`src/rtl/fetch_ctrl.sv`:
```
// fetch_ctrl: PC owner and instruction-memory handshake sequencer (BOOT/FETCH/HOLD); optional misaligned-fetch trap under `FETCH_ALIGN_CHECK_EN
module fetch_ctrl #(
  parameter logic [31:0] RESET_PC   = 32'h0000_3000,
  parameter logic [31:0] EXC_VECTOR = 32'h0000_4180
) (
  input  logic        i_clk,
  input  logic        i_rst_n,
  input  logic        i_freeze,
  input  logic        i_int_req,
  input  logic        i_eret,
  input  logic [31:0] i_eret_addr,
  input  logic        i_jump,
  input  logic [31:0] i_jump_addr,
  output logic        o_imem_req,
  output logic [31:0] o_imem_addr,
  input  logic        i_imem_ack,
  input  logic [31:0] i_imem_rdata,
  output logic        o_instr_valid,
  output logic [31:0] o_instr,
  output logic [31:0] o_instr_pc,
  output logic        o_fetch_adel
);
  typedef enum logic [1:0] {S_BOOT, S_FETCH, S_HOLD} state_t;
  state_t      r_state, w_nxt_state;
  logic [31:0] r_pc, w_nxt_pc;
  logic        r_pend_vld, w_nxt_pend_vld;
  logic [1:0]  r_pend_pri, w_nxt_pend_pri;
  logic [31:0] r_pend_addr, w_nxt_pend_addr;
  logic        r_valid, w_nxt_valid;
  logic [31:0] r_instr, w_nxt_instr;
  logic [31:0] r_instr_pc, w_nxt_instr_pc;
  logic        r_adel, w_nxt_adel;
  logic        w_cur_vld, w_take_cur, w_red_vld, w_misal, w_done;
  logic [1:0]  w_cur_pri;
  logic [31:0] w_cur_addr, w_red_addr;
  // Same-cycle redirect priority: interrupt > eret > jump
  assign w_cur_vld  = i_int_req | i_eret | i_jump;
  assign w_cur_pri  = i_int_req ? 2'd2 : i_eret ? 2'd1 : 2'd0;
  assign w_cur_addr = i_int_req ? EXC_VECTOR : i_eret ? i_eret_addr : i_jump_addr;
  // A new redirect replaces the pending one unless the pending one outranks it
  assign w_take_cur = w_cur_vld & (~r_pend_vld | (w_cur_pri >= r_pend_pri));
  assign w_red_vld  = r_pend_vld | w_cur_vld;
  assign w_red_addr = w_take_cur ? w_cur_addr : r_pend_addr;
`ifdef FETCH_ALIGN_CHECK_EN
  assign w_misal = (r_state == S_FETCH) && (r_pc[1:0] != 2'b00);
`else
  assign w_misal = 1'b0;
`endif
  assign w_done        = w_misal | i_imem_ack;
  assign o_imem_req    = (r_state == S_FETCH) & ~w_misal;
  assign o_imem_addr   = r_pc;
  assign o_instr_valid = r_valid;
  assign o_instr       = r_instr;
  assign o_instr_pc    = r_instr_pc;
  assign o_fetch_adel  = r_adel;
  // Next-state and datapath updates; every register holds unless a branch below changes it
  always_comb begin
    w_nxt_state     = r_state;
    w_nxt_pc        = r_pc;
    w_nxt_pend_vld  = r_pend_vld;
    w_nxt_pend_pri  = r_pend_pri;
    w_nxt_pend_addr = r_pend_addr;
    w_nxt_valid     = r_valid;
    w_nxt_instr     = r_instr;
    w_nxt_instr_pc  = r_instr_pc;
    w_nxt_adel      = r_adel;
    case (r_state)
      S_BOOT: w_nxt_state = S_FETCH;
      S_FETCH: begin
        if (!w_done) begin
          w_nxt_pend_vld  = w_red_vld;
          w_nxt_pend_pri  = w_take_cur ? w_cur_pri : r_pend_pri;
          w_nxt_pend_addr = w_red_addr;
        end else if (w_red_vld) begin
          w_nxt_pc       = w_red_addr;
          w_nxt_pend_vld = 1'b0;
        end else begin
          w_nxt_instr    = w_misal ? 32'h0 : i_imem_rdata;
          w_nxt_instr_pc = r_pc;
          w_nxt_valid    = 1'b1;
          w_nxt_adel     = w_misal;
          w_nxt_pc       = w_misal ? r_pc : r_pc + 32'd4;
          w_nxt_state    = S_HOLD;
        end
      end
      S_HOLD: begin
        if (i_int_req | i_eret) begin
          w_nxt_pc    = w_cur_addr;
          w_nxt_valid = 1'b0;
          w_nxt_adel  = 1'b0;
          w_nxt_state = S_FETCH;
        end else begin
          w_nxt_pc = i_jump ? i_jump_addr : r_pc;
          if (!i_freeze) begin
            w_nxt_valid = 1'b0;
            w_nxt_adel  = 1'b0;
            w_nxt_state = S_FETCH;
          end
        end
      end
      default: w_nxt_state = S_BOOT;
    endcase
  end
  // State register
  always_ff @(posedge i_clk or negedge i_rst_n)
    if (!i_rst_n) r_state <= S_BOOT;
    else r_state <= w_nxt_state;
  // PC, pending redirect and IF/ID holding registers
  always_ff @(posedge i_clk or negedge i_rst_n)
    if (!i_rst_n) begin
      r_pc        <= RESET_PC;
      r_pend_vld  <= 1'b0;
      r_pend_pri  <= 2'd0;
      r_pend_addr <= 32'h0;
      r_valid     <= 1'b0;
      r_instr     <= 32'h0;
      r_instr_pc  <= 32'h0;
      r_adel      <= 1'b0;
    end else begin
      r_pc        <= w_nxt_pc;
      r_pend_vld  <= w_nxt_pend_vld;
      r_pend_pri  <= w_nxt_pend_pri;
      r_pend_addr <= w_nxt_pend_addr;
      r_valid     <= w_nxt_valid;
      r_instr     <= w_nxt_instr;
      r_instr_pc  <= w_nxt_instr_pc;
      r_adel      <= w_nxt_adel;
    end
endmodule
```
`config.mk`:
```
export PLATFORM = sky130hd
export DESIGN_NAME = fetch_ctrl
export DESIGN_NICKNAME = d
export VERILOG_FILES = /design/src/rtl/fetch_ctrl.sv
export SDC_FILE = /design/constraint.sdc
export NUM_CORES = 1
export LEC_CHECK = 0
export CAP_MARGIN = 0
export CORE_MARGIN = 3
export CORE_UTILIZATION = 51
export CTS_CLUSTER_DIAMETER = 100
export DETAILED_ROUTE_END_ITERATION = 7
export PLACE_DENSITY = 0.95
export SETUP_SLACK_MARGIN = 0.5
export SLEW_MARGIN = 20
export SYNTH_ARGS = -nofsm -noshare
export SYNTH_HDL_FRONTEND = slang
export SYNTH_SLANG_ARGS = --single-unit
```
`constraint.sdc`:
```
create_clock -name i_clk -period 5.8 [get_ports i_clk]
set_input_delay 1.16 -clock i_clk [delete_from_list [all_inputs] [get_ports i_clk]]
set_output_delay 1.16 -clock i_clk [all_outputs]
set_load 0.1 [all_outputs]
```
# Word level (Yosys, flattened, before mapping)
# Cells that the tools add are included.
# word_totals
register_bits,135
input_bits,103
out_inout_bits,99
elab_cells,60
# op_classes
addsub,1
n_lt_le_gt_ge,1
n_eq_ne,7
mux,25
bitwise_logic,8
n_reduce_logical,9
# op_table
op,count
32-bit two-way mux,7
32-bit one-hot mux with 2 select lines,1
"32-bit by 3-bit adder with 32-bit output, second input constant",1
3-bit AND reduction,4
2-bit two-way mux,5
1-bit two-way mux,9
"3-bit inequality test, second input constant",2
2-bit one-hot mux with 3 select lines,1
"2-bit by 1-bit inequality test with 1-bit output, second input constant",2
1-bit bitwise OR,4
1-bit one-hot mux with 2 select lines,2
2-bit AND reduction,2
4-bit AND reduction,1
1-bit inverter,3
"2-bit by 1-bit == test with 1-bit output, second input constant",1
"2-bit == test, second input constant",1
2-bit >= comparator,1
2-bit zero test,1
"2-bit inequality test, second input constant",1
2-bit nonzero test,1
1-bit bitwise AND,1

# Logic depth before layout (Yosys ltp)
# depth
depth_word,9
ltp_mapped,12
depth_no_buf,8

# Worst setup path before layout
# No wires, ideal clock.
# synth_path
path_type,input-to-reg
from,in i_eret
to,reg r_pend_addr[0]
setup_ps,125
arrival_time_ps,3727
t_required_ps,5675
slack_ps,1948
stages,11
n_path_buf,4
path_cell_list,buf_2 > buf_2 > buf_2 > nand2b_1 > ha_1 > nand2b_1 > a21oi_1 > a21oi_1 > nand2_1 > buf_2 > mux2_2
# synth_via
elab_chain_cells,6
word_cells_on_any_way,10
cone_classes,1 x order compare; 5 x mux; 4 x bitwise
# synth_lines
item,line_no,source
"start, declared",10,"input logic i_eret,"
1-bit two-way mux,38,assign w_cur_pri = i_int_req ? 2'd2 : i_eret ? 2'd1 : 2'd0;
2-bit two-way mux,38,
2-bit >= comparator,41,assign w_take_cur = w_cur_vld & (~r_pend_vld | (w_cur_pri >= r_pend_pri));
1-bit bitwise OR,41,
1-bit bitwise AND,41,
32-bit two-way mux (*),43,assign w_red_addr = w_take_cur ? w_cur_addr : r_pend_addr;
"end signal, assigned",123,r_pend_addr <= w_nxt_pend_addr;
"end, declared",28,"logic [31:0] r_pend_addr, w_nxt_pend_addr;"
# Every way passes the cells marked *; elsewhere a longest branch is shown, timed or not.
# A chain may end at the register's enable or synchronous reset.

# Worst setup path in the final report
# layout_path
from,in i_int_req
to,reg r_pend_addr[10]
# layout_via
elab_chain_cells,5
word_cells_on_any_way,8
cone_classes,1 x order compare; 3 x mux; 4 x bitwise
# layout_lines
item,line_no,source
"start, declared",9,"input logic i_int_req,"
2-bit two-way mux,38,
2-bit >= comparator,41,
1-bit bitwise OR,41,
1-bit bitwise AND,41,
32-bit two-way mux (*),43,
# Marked as above.

==> tab_implementation.tex <==
\begin{tabular}{lr}
\hline
Metric & Value \\
\hline
\multicolumn{2}{l}{\textbf{Run status}} \\
Result of the run & complete, no violations \\
\multicolumn{2}{l}{\textbf{Global route}} \\
Wire length of the first global-routing pass & $\sim$32 mm \\
Global-route usage over all layers & between 20\% and 30\% \\
Maximum number of pins on one net before global-route repair & 89 \\
Via count of the first global-routing pass & roughly 6k \\
Total grt overflow & 0 \\
Number of antenna violations at the first check in global routing & 2 \\
\multicolumn{2}{l}{\textbf{STA}} \\
Worst Max-Slew Pin Slew & roughly 1 ns \\
Worst hold slack & 0.5060 ns \\
Maximum clock skew at final layout & 0.005771 ns \\
Final setup viols & 0 \\
Ratio of final minimum period to clock period & about two thirds \\
Final Critical Period & between 3 and 4 ns \\
Unrepaired setup endpoints after global routing & no \\
Maximum clock frequency & $\sim$250 MHz \\
Post-Route Setup TNS & 0 ns \\
Final Hold Fails & 0 \\
Worst rel slew slack & 32.19\% \\
Final slew viol count & 0 \\
\multicolumn{2}{l}{\textbf{Final layout}} \\
Final net count & 920 \\
Final standard cell utilization of the core & approximately three quarters \\
Highest-count cells in the layout ignoring fill and taps & sky130\_fd\_sc\_hd\_\_clkdlybuf4s50\_1 (198), sky130\_fd\_sc\_hd\_\_dfrtp\_1 (132), sky130\_fd\_sc\_hd\_\_mux2\_2 (88), sky130\_fd\_sc\_hd\_\_nand2\_1 (50), sky130\_fd\_sc\_hd\_\_nor2\_1 (43) \\
Fraction of final layout cells with drive strength greater than 1 & between 10\% and 20\% \\
Area Growth Syn to Fin & 39.71\% \\
Most common library cell in the layout ignoring fill and taps & sky130\_fd\_sc\_hd\_\_clkdlybuf4s50\_1 \\
Count of inserted antenna diode cells & 0 \\
\multicolumn{2}{l}{\textbf{Yosys}} \\
Count of yosys warnings during synthesis & 0 \\
Cells taking the most area after synthesis & sky130\_fd\_sc\_hd\_\_dfrtp\_1 (49\%), sky130\_fd\_sc\_hd\_\_mux2\_2 (15\%), sky130\_fd\_sc\_hd\_\_mux2i\_1 (4.4\%) \\
Share of synthesized area occupied by flip-flops and latches & about half \\
Synthesized area per cell & 10.84 µm² \\
Area of the mapped netlist & approximately 0.0068 mm² \\
Syn\_nets & around 730 \\
Area leader, netlist & sky130\_fd\_sc\_hd\_\_dfrtp\_1 \\
Share of synthesized flip-flops with an asynchronous set or reset & 100.0\% \\
Number of synthesized register bits & 134 \\
Prevailing post-synth register cell & sky130\_fd\_sc\_hd\_\_dfrtp\_1 \\
Number of distinct standard cells referenced by the synthesized netlist & just over 60 \\
Number of enable-type register cells in the synthesized netlist & 0 \\
Number of instances in the synthesized netlist & about 620 \\
Area share of the largest cell type after synthesis & about half \\
\multicolumn{2}{l}{\textbf{Critical path}} \\
CP Data Arrival Time & about 4.3 ns \\
Crit path capture type & flop \\
Largest stage delay on the critical path & about 0.63 ns \\
List of cells traversed by the critical path & clkdlybuf4s50\_1 -> nand2b\_1 -> ha\_1 -> nand2b\_1 -> a21oi\_1 -> a21oi\_1 -> nand2\_1 -> buf\_4 -> mux2\_2 \\
Worst endpoint required time & between 6 and 7 ns \\
Startpoint kind of the worst setup timing path & input pin \\
Category of the critical setup timing path & input pin to flop \\
Worst-path fanout max & 44 \\
Critical-path cell with the highest stage delay & sky130\_fd\_sc\_hd\_\_clkdlybuf4s50\_1 \\
\multicolumn{2}{l}{\textbf{Route}} \\
Wire per inst & 20.77 µm \\
First DRT Iteration DRCs & 816 \\
Metal2 WL & roughly 10 mm \\
Routed wire length & around 21 mm \\
Metal-1 WL & between 7 and 8 mm \\
Antenna Nets Post-Route & 0 \\
Detail-routed via count per cell & approximately 6.3 \\
Number of optimization iterations in the first detailed-route pass & 8 \\
Vias & $\sim$6.3k \\
Top Layer Used & met5 \\
Number of remaining DRC errors & 0 \\
Total met3 wirelength after detailed routing & $\sim$2.4 mm \\
\multicolumn{2}{l}{\textbf{Die}} \\
Row count & slightly above 40 \\
Die Wd & between 100 and 150 µm \\
Die H & approximately 120 µm \\
Die Footprint & 0.01467 mm² \\
Starting density of the core & 52.93\% \\
CORE AREA & $\sim$0.013 mm² \\
Io pins & roughly 200 \\
\multicolumn{2}{l}{\textbf{Hold path}} \\
Worst hold-check path type & flop to flop \\
\multicolumn{2}{l}{\textbf{Clock network}} \\
Number of buffers added by the clock tree synthesis step & 17 \\
Cts-stage hold buffer count & 0 \\
Post-CTS setup buffer count & 0 \\
Clock latency on the worst-skew pair & around 0.43 ns \\
Gates resized, CTS repair & 0 \\
H-Tree Depth & 4 \\
Clock tree from TritonCTS & yes \\
Clk sinks & between 100 and 150 \\
Buffer type at the clock tree root & sky130\_fd\_sc\_hd\_\_clkbuf\_16 \\
Clk pin slew, worst setup/hold paths & approximately 0.060 ns \\
Deepest clock path buffer count & 2 \\
\multicolumn{2}{l}{\textbf{Place}} \\
RePlAce Congestion & between 0.9 and 1 \\
HPWL Detailed & roughly 14 mm \\
Port bufs & 200 \\
\multicolumn{2}{l}{\textbf{Job}} \\
Max-cap viol count & 0 \\
\hline
\end{tabular}
-- worst max-delay path: cells and delay by family --
kind | cells | cell delay, ns
adder cells (fa/ha/maj) | 1 | 0.30
multiplexers | 1 | 0.42
buffers and inverters | 2 | 1.07
AND/OR/NAND/NOR | 3 | 0.56
AO/OA/AOI/OAI | 2 | 0.74
-- kinds of logic (layout without fill, tap and decap cells) --
family,count (synthesis),in the layout,share of synthesized area (%)
AOI/OAI and AO/OA,148,148,14.51
xor gates and xnor gates,2,2,0.2591
adders and majority gates,6,6,1.110
buffers and inverters,47,246,3.164
DFF,134,134,49.63
muxes,118,118,19.10
other,1,1,0.05546
and+or+nand+nor,168,168,12.18
-- cell usage after synthesis (7+ instances only) --
master / instances
sky130_fd_sc_hd__a21oi_1: 27
sky130_fd_sc_hd__nor2b_1: 8
sky130_fd_sc_hd__o31ai_1: 8
sky130_fd_sc_hd__a221oi_1: 7
sky130_fd_sc_hd__buf_2: 12
sky130_fd_sc_hd__dfrtp_1: 132
sky130_fd_sc_hd__o21ai_0: 40
sky130_fd_sc_hd__o22ai_1: 7
sky130_fd_sc_hd__and3_1: 7
sky130_fd_sc_hd__mux2_2: 88
sky130_fd_sc_hd__nand2_1: 50
sky130_fd_sc_hd__nor2_1: 43
sky130_fd_sc_hd__clkbuf_1: 21
sky130_fd_sc_hd__nor3_1: 8
sky130_fd_sc_hd__nand3_1: 23
sky130_fd_sc_hd__mux2i_1: 30
sky130_fd_sc_hd__a22o_1: 7
-- final cells by class --
cell class                      count  area (µm²)
Multi-Input combinational cell    443        3206
Fill cell                         810        3327
Tap cell                          172       215.2
Clock buffer                       19       452.9
Inverter                            6       22.52
Clock inverter                     12       128.9
Sequential cell                   134        3356
Timing Repair Buffer              209        2066
-- metal layers --
layer,up-vias,track usage [%]
li1,2681,-
met3,100,9.138
met1,2997,35.46
met5,-,0
met2,472,46.65
met4,4,10.57
-- worst paths after layout --
kind                              from         endpoint  slack [ns]  cells after the start
max                          i_int_req  r_pend_addr[10]        1.82                      9
max reg2reg                 r_state[0]  o_imem_addr[14]        2.51                      8
min in group asynchronous      i_rst_n      o_instr[16]        0.79                      1
min reg2reg                o_instr[30]      o_instr[30]        0.51                      1
max in group asynchronous      i_rst_n    o_instr_pc[4]        3.92                      2
min                        o_instr[30]      o_instr[30]        0.51                      1
-- state kept, by name (all words and copies together), names as in the netlist --
register       cells
r_pend_addr       32
o_instr_valid      1
o_instr_pc        32
r_pend_vld         1
r_pend_pri         2
o_imem_addr       32
r_state            2
o_instr           32
-- metrics by stage --
| stage | std cells | cell area (µm²) | worst slack (ns) |
|---|---|---|---|
| after floorplan | 624 | 6761 | 1.948 |
| after global placement | 964 | 8865 | 1.701 |
| after detailed placement | 964 | 8865 | 1.598 |
| after CTS | 995 | 9447 | 1.921 |
| after global routing | 995 | 9447 | 1.707 |
| final | 995 | 9447 | 1.820 |
Power is not shown: default switching activity piles up to over one toggle a cycle in this logic, so the estimate is an artifact.
